`config.mk`:
```
export PLATFORM = sky130hd
export DESIGN_NAME = pzcorebus_response_unpacker
export DESIGN_NICKNAME = d
export VERILOG_FILES = /design/src/rtl/pzcorebus_response_unpacker_pkg.sv /design/src/rtl/pzcorebus_response_unpacker_fifo.sv /design/src/rtl/pzcorebus_response_unpacker.sv
export SDC_FILE = /design/constraint.sdc
export NUM_CORES = 1
export LEC_CHECK = 0
export CAP_MARGIN = 20
export CELL_PAD_IN_SITES_DETAIL_PLACEMENT = 0
export CELL_PAD_IN_SITES_GLOBAL_PLACEMENT = 1
export CORE_AREA = 4 4 238 193
export DETAILED_ROUTE_END_ITERATION = 10
export DIE_AREA = 0 0 242 197
export PLACE_DENSITY_LB_ADDON = 0.12
export RECOVER_POWER = 50
export SLEW_MARGIN = 20
export SYNTH_ARGS = -nofsm -noshare
export SYNTH_HDL_FRONTEND = slang
export SYNTH_SLANG_ARGS = --single-unit
```
`constraint.sdc`:
```
create_clock -name i_clk -period 2.6 [get_ports i_clk]
set_input_delay 0.52 -clock i_clk [delete_from_list [all_inputs] [get_ports i_clk]]
set_output_delay 0.52 -clock i_clk [all_outputs]
set_load 0.01 [all_outputs]
```
`src/rtl/pzcorebus_response_unpacker_pkg.sv`:
```
// Shared types for the corebus response unpacker.
// Holds the holding-register state encoding and the lane-ratio helper.
package pzcorebus_response_unpacker_pkg;

    typedef enum logic {
        EMPTY = 1'b0,
        HOLD  = 1'b1
    } unpack_state_e;

    function automatic int calc_ratio(input int master_width, input int slave_width);
        return master_width / slave_width;
    endfunction

endpackage

```
`src/rtl/pzcorebus_response_unpacker_fifo.sv`:
```
// Synchronous FIFO holding per-request unpack info in request order.
// Besides the head entry it exposes the entry behind it for back-to-back reloads.
module pzcorebus_response_unpacker_fifo #(
    parameter int WIDTH = 8,
    parameter int DEPTH = 4
) (
    input  logic             i_clk,
    input  logic             i_rst,
    input  logic             i_push,
    input  logic [WIDTH-1:0] i_data,
    output logic             o_full,
    input  logic             i_pop,
    output logic             o_empty,
    output logic [WIDTH-1:0] o_data,
    output logic [WIDTH-1:0] o_next
);
    localparam int PW = (DEPTH > 1) ? $clog2(DEPTH) : 1;
    localparam int CW = $clog2(DEPTH + 1);

    logic [WIDTH-1:0] r_mem [DEPTH];
    logic [PW-1:0]    r_wr;
    logic [PW-1:0]    r_rd;
    logic [CW-1:0]    r_count;
    logic             w_push;
    logic             w_pop;
    logic [PW-1:0]    w_rd_next;
    logic [PW-1:0]    w_wr_next;

    function automatic logic [PW-1:0] incr(input logic [PW-1:0] p);
        return (p == PW'(DEPTH - 1)) ? '0 : p + 1'b1;
    endfunction

    assign o_full    = (r_count == CW'(DEPTH));
    assign o_empty   = (r_count == '0);
    assign w_push    = i_push && !o_full;
    assign w_pop     = i_pop && !o_empty;
    assign w_rd_next = incr(r_rd);
    assign w_wr_next = incr(r_wr);
    assign o_data    = r_mem[r_rd];
    // With a single entry the follower is whatever is being pushed now
    assign o_next    = (r_count == CW'(1)) ? i_data : r_mem[w_rd_next];

    always_ff @(posedge i_clk) begin
        if (w_push) begin
            r_mem[r_wr] <= i_data;
        end
    end

    always_ff @(posedge i_clk) begin
        if (i_rst) begin
            r_wr    <= '0;
            r_rd    <= '0;
            r_count <= '0;
        end else begin
            if (w_push) begin
                r_wr <= w_wr_next;
            end
            if (w_pop) begin
                r_rd <= w_rd_next;
            end
            if (w_push && !w_pop) begin
                r_count <= r_count + 1'b1;
            end else if (!w_push && w_pop) begin
                r_count <= r_count - 1'b1;
            end
        end
    end

endmodule

```
`src/rtl/pzcorebus_response_unpacker.sv`:
```
// Splits wide master-side responses back into narrow slave-side beats.
// Unpack info (start lane, beat count, read/ack) arrives ahead in request order.
module pzcorebus_response_unpacker
    import pzcorebus_response_unpacker_pkg::*;
#(
    parameter int SLAVE_DATA_WIDTH  = 64,
    parameter int MASTER_DATA_WIDTH = 256,
    parameter int LENGTH_WIDTH      = 8,
    parameter int INFO_DEPTH        = 4
) (
    input  logic                                                i_clk,
    input  logic                                                i_rst,
    input  logic                                                i_info_valid,
    output logic                                                o_info_ready,
    input  logic [$clog2(MASTER_DATA_WIDTH/SLAVE_DATA_WIDTH)-1:0] i_info_offset,
    input  logic [LENGTH_WIDTH-1:0]                             i_info_length,
    input  logic                                                i_info_read,
    input  logic                                                i_resp_valid,
    output logic                                                o_resp_ready,
    input  logic [MASTER_DATA_WIDTH-1:0]                        i_resp_data,
    input  logic                                                i_resp_error,
    input  logic                                                i_resp_last,
    output logic                                                o_resp_valid,
    input  logic                                                i_resp_ready,
    output logic [SLAVE_DATA_WIDTH-1:0]                         o_resp_data,
    output logic                                                o_resp_error,
    output logic                                                o_resp_last,
    output logic                                                o_length_error
);
    localparam int RATIO = calc_ratio(MASTER_DATA_WIDTH, SLAVE_DATA_WIDTH);
    localparam int OW    = $clog2(RATIO);

    typedef struct packed {
        logic [OW-1:0]           offset;
        logic [LENGTH_WIDTH-1:0] length;
        logic                    read;
    } pzcorebus_unpack_info;

    localparam int IW = $bits(pzcorebus_unpack_info);

    pzcorebus_unpack_info w_push_info;
    pzcorebus_unpack_info w_info;
    pzcorebus_unpack_info w_next_info;
    logic [IW-1:0]        w_head_bits;
    logic [IW-1:0]        w_next_bits;
    logic                 w_fifo_full;
    logic                 w_fifo_empty;
    logic                 w_pop;

    unpack_state_e                           r_state;
    logic [RATIO-1:0][SLAVE_DATA_WIDTH-1:0] r_data;
    logic                                    r_error;
    logic                                    r_last;
    logic [OW-1:0]                           r_lane;
    logic [LENGTH_WIDTH-1:0]                 r_beat;
    logic                                    r_length_error;

    logic          w_hold;
    logic          w_txn_end;
    logic          w_final_lane;
    logic          w_wide_xfer;
    logic          w_narrow_xfer;
    logic [OW-1:0] w_load_lane;

    assign w_push_info = '{offset: i_info_offset, length: i_info_length, read: i_info_read};
    assign w_info      = pzcorebus_unpack_info'(w_head_bits);
    assign w_next_info = pzcorebus_unpack_info'(w_next_bits);

    pzcorebus_response_unpacker_fifo #(
        .WIDTH (IW),
        .DEPTH (INFO_DEPTH)
    ) u_info_fifo (
        .i_clk   (i_clk),
        .i_rst   (i_rst),
        .i_push  (i_info_valid),
        .i_data  (w_push_info),
        .o_full  (w_fifo_full),
        .i_pop   (w_pop),
        .o_empty (w_fifo_empty),
        .o_data  (w_head_bits),
        .o_next  (w_next_bits)
    );

    assign w_hold        = (r_state == HOLD);
    assign w_txn_end     = !w_info.read || (r_beat == w_info.length);
    assign w_final_lane  = w_txn_end || (r_lane == OW'(RATIO - 1));
    assign w_narrow_xfer = w_hold && i_resp_ready;
    assign w_wide_xfer   = i_resp_valid && o_resp_ready;
    assign w_pop         = w_narrow_xfer && w_txn_end;

    // A reload that closes the transaction starts the next one at its own lane
    assign w_load_lane = w_hold ? (w_txn_end ? w_next_info.offset : '0)
                                : ((r_beat == '0) ? w_info.offset : '0);

    assign o_info_ready   = !w_fifo_full;
    assign o_resp_ready   = w_hold ? (w_final_lane && i_resp_ready) : !w_fifo_empty;
    assign o_resp_valid   = w_hold;
    assign o_resp_data    = (w_hold && w_info.read) ? r_data[r_lane] : '0;
    assign o_resp_error   = w_hold && r_error;
    assign o_resp_last    = w_hold && w_txn_end;
    assign o_length_error = r_length_error;

    always_ff @(posedge i_clk) begin
        if (i_rst) begin
            r_state        <= EMPTY;
            r_data         <= '0;
            r_error        <= 1'b0;
            r_last         <= 1'b0;
            r_lane         <= '0;
            r_beat         <= '0;
            r_length_error <= 1'b0;
        end else begin
            if (w_wide_xfer) begin
                r_data  <= i_resp_data;
                r_error <= i_resp_error;
                r_last  <= i_resp_last;
            end
            unique case (r_state)
                EMPTY: begin
                    if (w_wide_xfer) begin
                        r_state <= HOLD;
                        r_lane  <= w_load_lane;
                    end
                end
                HOLD: begin
                    if (w_narrow_xfer) begin
                        r_beat <= w_txn_end ? '0 : r_beat + 1'b1;
                        if (!w_final_lane) begin
                            r_lane <= r_lane + 1'b1;
                        end else begin
                            r_length_error <= r_length_error | (w_txn_end != r_last);
                            r_lane         <= w_wide_xfer ? w_load_lane : '0;
                            if (!w_wide_xfer) begin
                                r_state <= EMPTY;
                            end
                        end
                    end
                end
                default: r_state <= EMPTY;
            endcase
        end
    end

endmodule

```
Yosys cells after proc, flatten, opt, wreduce, memory -nomap -nowiden. Memories as Yosys holds them, arrays and structs flattened. A register that Yosys moved wholly into a read port is not among the register bits. Index checks and enable logic that the tools add are counted.

Magnitude comparators: 1. Reductions and logical operators: 24. Eq/ne operators: 9. Multiplexer cells: 26. Bitwise gates (word level): 2. $add $sub $neg: 6.

Operator list (count): $bmux 64 s2 (1); $mux 64 (2); $mux 2 (11); $logic_and 1x1->1 (11); $mux 11 (1); $add 8x1->8 const B (1); $eq 8x8->1 (1); $logic_not 8->1 (1); $mux 8 (1); $add 2x1->2 const B (3); $eq 2x2->1 const B (3); $mux 1 (6); $mux 3 (2); $logic_not 1->1 (5); $pmux 2 s2 (1); $reduce_and 2->1 (2); $add 3x1->3 const B (1); $eq 3x1->1 const B (1); $eq 3x3->1 const B (1); $logic_not 3->1 (1); $lt 2x3->1 const B (1); $reduce_and 3->1 (1); $sub 3x1->3 const B (1); $logic_or 1x1->1 (2); 7 further kinds (7).

Memories: 1. Input port bits: 274. Register bits: 277. Bits in writable memories: 44. Output and inout port bits: 70. Logic and storage cells: 82.

Memories: u_info_fifo.r_mem (depth 4, bits a word 11, rd ports 2, clocked after memory_dff 1, wr ports 1, line pzcorebus_response_unpacker_fifo.sv:20) `logic [WIDTH-1:0] r_mem [DEPTH];`.

Longest topological paths before layout.
Depth in word-level cells: 10. Depth in mapped cells: 11. Gate-level depth less buffers: 10.

By module. From an unflattened synthesis, not the netlist that was laid out.

Cell total of the unflattened synthesis: 1505. Area, all modules: 15472.3 sq um.

By module, submodules not included: pzcorebus_response_unpacker (cells an instance 1368, seq. area each 5405.2 sq um, times used 1, area each 12937.4 sq um); pzcorebus_response_unpacker_fifo (cells an instance 137, seq. area each 1501.4 sq um, times used 1, area each 2534.9 sq um).

Least setup slack after synthesis. Ideal clock, no wire load.

Kind: register to output. Start: register (tool-made name). End: output o_resp_ready. Slack: -24 ps. Arrival: 2104 ps. Required time: 2080 ps. Stages on the path, launching flop included: 9. Path buffers: 2. Cells stage by stage: dfxtp_1 -> buf_6 -> mux4_2 -> xnor2_1 -> nand4_1 -> o21ai_2 -> clkbuf_1 -> nor2_1 -> o22ai_1.

RTL lines: to (decl) (line pzcorebus_response_unpacker.sv:19) `output logic o_resp_ready,`.

==> impl_table.tex <==
\begin{tabular}{lr}
\hline
Metric & Value \\
\hline
\multicolumn{2}{l}{\textbf{Run status}} \\
\quad Outcome & finished with violations \\
\quad Violations in the final reports & setup timing \\
\multicolumn{2}{l}{\textbf{Global route}} \\
\quad Layer with the highest usage after global routing & met2 \\
\quad Global routing met2 resource utilization & 0.3088 \\
\quad Vias in the first global route & 12.18k \\
\quad Overall track demand over capacity in global routing & 0.1859 \\
\quad Met3 routing resource usage after global routing & 0.03659 \\
\quad Sum of overflow across all layers after global routing & 0 \\
\quad Global-route wire length before repair & 70.71 mm \\
\quad Pin count of the biggest net entering global routing & 80 \\
\quad Number of antenna violations at the first check in global routing & 4 \\
\quad Met1 Use GR & 0.2549 \\
\multicolumn{2}{l}{\textbf{Detailed routing}} \\
\quad DRC & 0 \\
\quad Routed len/inst & 19.95 µm \\
\quad Vias/cell & 4.893 \\
\quad Final Routed Wirelength & 49.51 mm \\
\quad Detailed-route via count & 12.15k \\
\quad Count of antenna-violating nets left after detailed routing & 0 \\
\quad Initial DRC count & 698 \\
\quad First-pass detailed-route iteration total & 5 \\
\multicolumn{2}{l}{\textbf{Floorplanning}} \\
\quad Top-Level Pins & 344 \\
\quad Die height & 197 µm \\
\quad Full die area & 47670 µm² \\
\quad CORE AREA & 43220 µm² \\
\quad Die width & 242 µm \\
\quad Starting Density & 0.3499 \\
\quad FP Rows & 68 \\
\multicolumn{2}{l}{\textbf{Logic synthesis}} \\
\quad Synth area leaders & sky130\_fd\_sc\_hd\_\_dfxtp\_1 37\%, sky130\_fd\_sc\_hd\_\_mux2i\_1 17\%, sky130\_fd\_sc\_hd\_\_nand2\_1 13\% \\
\quad Post-synthesis net count & 1783 \\
\quad Area share of fa/ha/maj cells after synthesis & 0.01076 \\
\quad Post-Synth Simple-Gate Area & 0.1777 \\
\quad Top cell types by occurrence after synthesis & 530 x sky130\_fd\_sc\_hd\_\_nand2\_1, 279 x sky130\_fd\_sc\_hd\_\_dfxtp\_1, 263 x sky130\_fd\_sc\_hd\_\_mux2i\_1 \\
\quad Sequential element share of the synthesized area & 0.4567 \\
\quad Number of instances in the synthesized netlist & 1496 \\
\quad Cell accounting for the most synthesized area & sky130\_fd\_sc\_hd\_\_dfxtp\_1 \\
\quad Main combinational cell family by area after synthesis & multiplexers \\
\quad Count of cell types in the netlist & 45 \\
\quad Area fraction of the dominant cell type after synthesis & 0.3694 \\
\quad Fraction of synthesis flops using an asynchronous set or reset pin & 0 \\
\quad Dominant cell by count in the synthesized netlist & sky130\_fd\_sc\_hd\_\_nand2\_1 \\
\quad Count of flip-flops with a built-in enable after synthesis & 44 \\
\quad Area share of xor/xnor cells in the synthesized design & 0.007529 \\
\quad Number of warning messages in the yosys log & 0 \\
\quad Mux cell area share after synthesis & 0.2895 \\
\quad Cell Area, Synth & 15120 µm² \\
\quad Top\_reg\_cell synth & sky130\_fd\_sc\_hd\_\_dfxtp\_1 \\
\quad Seq cells post-synth & 323 \\
\quad Complex-gate fraction of the synthesized area & 0.01150 \\
\quad Mean instance size in the synthesized netlist & 10.11 µm² \\
\multicolumn{2}{l}{\textbf{Timing}} \\
\quad Hold violation total from the final report & 0 \\
\quad Worst-Margin Slew & 0.7788 ns \\
\quad Peak Freq & 337.1 MHz \\
\quad Tightest slew margin relative to the limit & 0.4753 \\
\quad Final setup violating endpoints & 329 \\
\quad Setup repair after global routing missed its margin & true \\
\quad Worst hold slack after final layout & 0.4521 ns \\
\quad Setup slack of the critical path after layout & -0.3665 ns \\
\quad Period Utilization, post-route & 1.141 \\
\quad Minimum clock period & 2.966 ns \\
\quad Final number of max-transition violations & 0 \\
\quad Layout Skew & 0.02037 ns \\
\multicolumn{2}{l}{\textbf{Placed design}} \\
\quad HPWL after detailed placement & 32.22 mm \\
\quad Weighted congestion at the end of routability-driven global placement & 0.7342 \\
\quad Cell count after placement & 2346 \\
\quad Count of port buffers added during placement & 343 \\
\multicolumn{2}{l}{\textbf{Critical path}} \\
\quad Register-to-Register Path Depth & 13 \\
\quad CP startpoint kind & flop \\
\quad Worst Setup Path Type & flop to output port \\
\quad Req. time, crit path & 2.08 ns \\
\quad Critical Path End Type & output port \\
\quad Top fanout value on the critical path & 4 \\
\quad Worst endpoint data arrival time & 2.45 ns \\
\multicolumn{2}{l}{\textbf{Run}} \\
\quad Max-cap viol count & 0 \\
\multicolumn{2}{l}{\textbf{Clock tree}} \\
\quad Clock latency reported for the late side of the worst-skew pair & 0.52 ns \\
\quad Number of H-tree branching levels & 2 \\
\quad Clock tree from TritonCTS & built \\
\quad Hold Buf Count CTS & 0 \\
\quad Root buffer cell & sky130\_fd\_sc\_hd\_\_clkbuf\_16 \\
\quad Worst-path clk slew & 0.06 ns \\
\quad Number of clock buffers inserted by TritonCTS & 36 \\
\quad CTS max path bufs & 3 \\
\quad Sink count of the clock tree & 323 \\
\multicolumn{2}{l}{\textbf{Final layout}} \\
\quad Share of layout cells above drive strength 1 & 0.2130 \\
\quad Final Net Count & 2182 \\
\quad Final design utilization & 0.5222 \\
\quad Final cell count without fillers & 2482 \\
\quad Post-synthesis to final-layout area growth & 49.26\% \\
\multicolumn{2}{l}{\textbf{Power}} \\
\quad Switching Share & 0.2809 \\
\quad Sequential power share & 0.377 \\
\quad Share of total power in combinational logic & 0.308 \\
\quad Internal power summed over all cells & 11.58 mW \\
\quad Static leakage & 8.598 nW \\
\quad Worst vdd ir & 427.3 µV \\
\quad Switching power summed over all nets & 4.524 mW \\
\quad Cell area power density & 713.6 nW/µm² \\
\quad Fraction of power consumed by the clock network & 0.315 \\
\multicolumn{2}{l}{\textbf{Hold path}} \\
\quad Class of the tightest hold or removal check & flop to flop \\
\quad Worst hold path cell count & 2 \\
\hline
\end{tabular}
==> registers in the layout, summed over array words and instances, names as in the netlist, named ones only <==
signal               flops
o_length_error           1
o_resp_valid             1
r_beat                   8
r_data                 256
r_error                  1
r_lane                   2
r_last                   1
u_info_fifo.r_count      3
u_info_fifo.r_mem       44
u_info_fifo.r_rd         2
u_info_fifo.r_wr         2
==> layer usage <==
metal  vias to the layer above  part of all wire
li1                       5946                 -
met5                         -           0.00046
met1                      5854              0.47
met4                         4             0.013
met3                        52             0.048
met2                       289              0.47
==> worst max-delay path, stage by stage, from the launching register on <==
cell	delay [ns]
sky130_fd_sc_hd__dfxtp_4	0.38
sky130_fd_sc_hd__clkbuf_16	0.15
sky130_fd_sc_hd__mux4_2	0.54
sky130_fd_sc_hd__xnor2_2	0.14
sky130_fd_sc_hd__nand4_1	0.11
sky130_fd_sc_hd__o21ai_2	0.22
sky130_fd_sc_hd__nor2_1	0.09
sky130_fd_sc_hd__o22ai_1	0.13
sky130_fd_sc_hd__buf_2	0.15
==> cells in the final DEF, fill, tap and decap left out, types with 6 or more instances in the layout <==
master / count
sky130_fd_sc_hd__inv_1: 7
sky130_fd_sc_hd__and3_1: 18
sky130_fd_sc_hd__clkdlybuf4s50_1: 266
sky130_fd_sc_hd__buf_16: 6
sky130_fd_sc_hd__clkbuf_16: 66
sky130_fd_sc_hd__buf_2: 11
sky130_fd_sc_hd__and3_4: 50
sky130_fd_sc_hd__dfxtp_1: 275
sky130_fd_sc_hd__buf_8: 14
sky130_fd_sc_hd__a21oi_1: 9
sky130_fd_sc_hd__buf_6: 71
sky130_fd_sc_hd__mux4_2: 77
sky130_fd_sc_hd__buf_4: 22
sky130_fd_sc_hd__mux2i_1: 259
sky130_fd_sc_hd__nand3_1: 6
sky130_fd_sc_hd__ha_1: 12
sky130_fd_sc_hd__nand2_1: 529
sky130_fd_sc_hd__dlygate4sd3_1: 11
sky130_fd_sc_hd__clkbuf_2: 6
sky130_fd_sc_hd__buf_12: 47
sky130_fd_sc_hd__clkbuf_1: 9
sky130_fd_sc_hd__clkbuf_8: 6
sky130_fd_sc_hd__edfxtp_1: 44
sky130_fd_sc_hd__nor2_1: 22
==> repair_timing <==
item / in CTS / in global routing
setup buffers: 4 / 31
gates cloned: 2 / 35
pin swaps: 1 / 16
endpoints found under the setup margin: 326 / 331
resized for setup: 234 / 212
==> logic make-up after synthesis <==
kind of cell	count (synthesis)
compound gates	25
xor+xnor	13
fa+ha+maj	13
buf+inv	131
simple gates	650
flops	323
mux	341
==> area by class of cell <==
type	instances	area, µm²
Inverter	8	37.54
Sequential cell	323	6922
Multi-Input combinational cell	1043	7885
Fill cell	3950	20650
Clock inverter	11	113.9
Timing Repair Buffer	483	5864
Clock buffer	52	1042
Tap cell	560	700.7
Antenna cell	2	5.005
==> through the flow <==
stage / setup slack, ns / instance area, µm² / power, mW / setup TNS [ns]
floorplan: 0.02283 / 15120 / 8.471 / 0
global placement: -0.2327 / 19670 / 9.924 / -36.12
detailed placement: -0.2272 / 19670 / 9.981 / -33.95
CTS: -0.3690 / 21010 / 15.21 / -55.80
global route: -0.5109 / 22570 / 16.87 / -87.22
finish: -0.3665 / 22570 / 16.11 / -64.74
==> power groups by stage <==
stage | logic [mW] | clock network (mW) | registers (mW)
6_report | 4.96 | 5.07 | 6.08
5_1_grt | 5.28 | 5.44 | 6.15
4_1_cts | 3.91 | 5.23 | 6.07
3_5_place_dp | 3.81 | 0 | 6.17
3_3_place_gp | 3.76 | 0 | 6.16
2_1_floorplan | 2.47 | 0 | 6.01
==> path summary, 6_finish.rpt <==
check / start / endpoint / slack (ns)
max: flop / o_resp_ready / -0.37
min: r_data[236]$_SDFFE_PP0P_ / r_data[236]$_SDFFE_PP0P_ / 0.45
max reg2reg: flop / r_data[104]$_SDFFE_PP0P_ / -0.32
min reg2reg: r_data[236]$_SDFFE_PP0P_ / r_data[236]$_SDFFE_PP0P_ / 0.45
No activity file was read; power rests on OpenSTA's default activity.
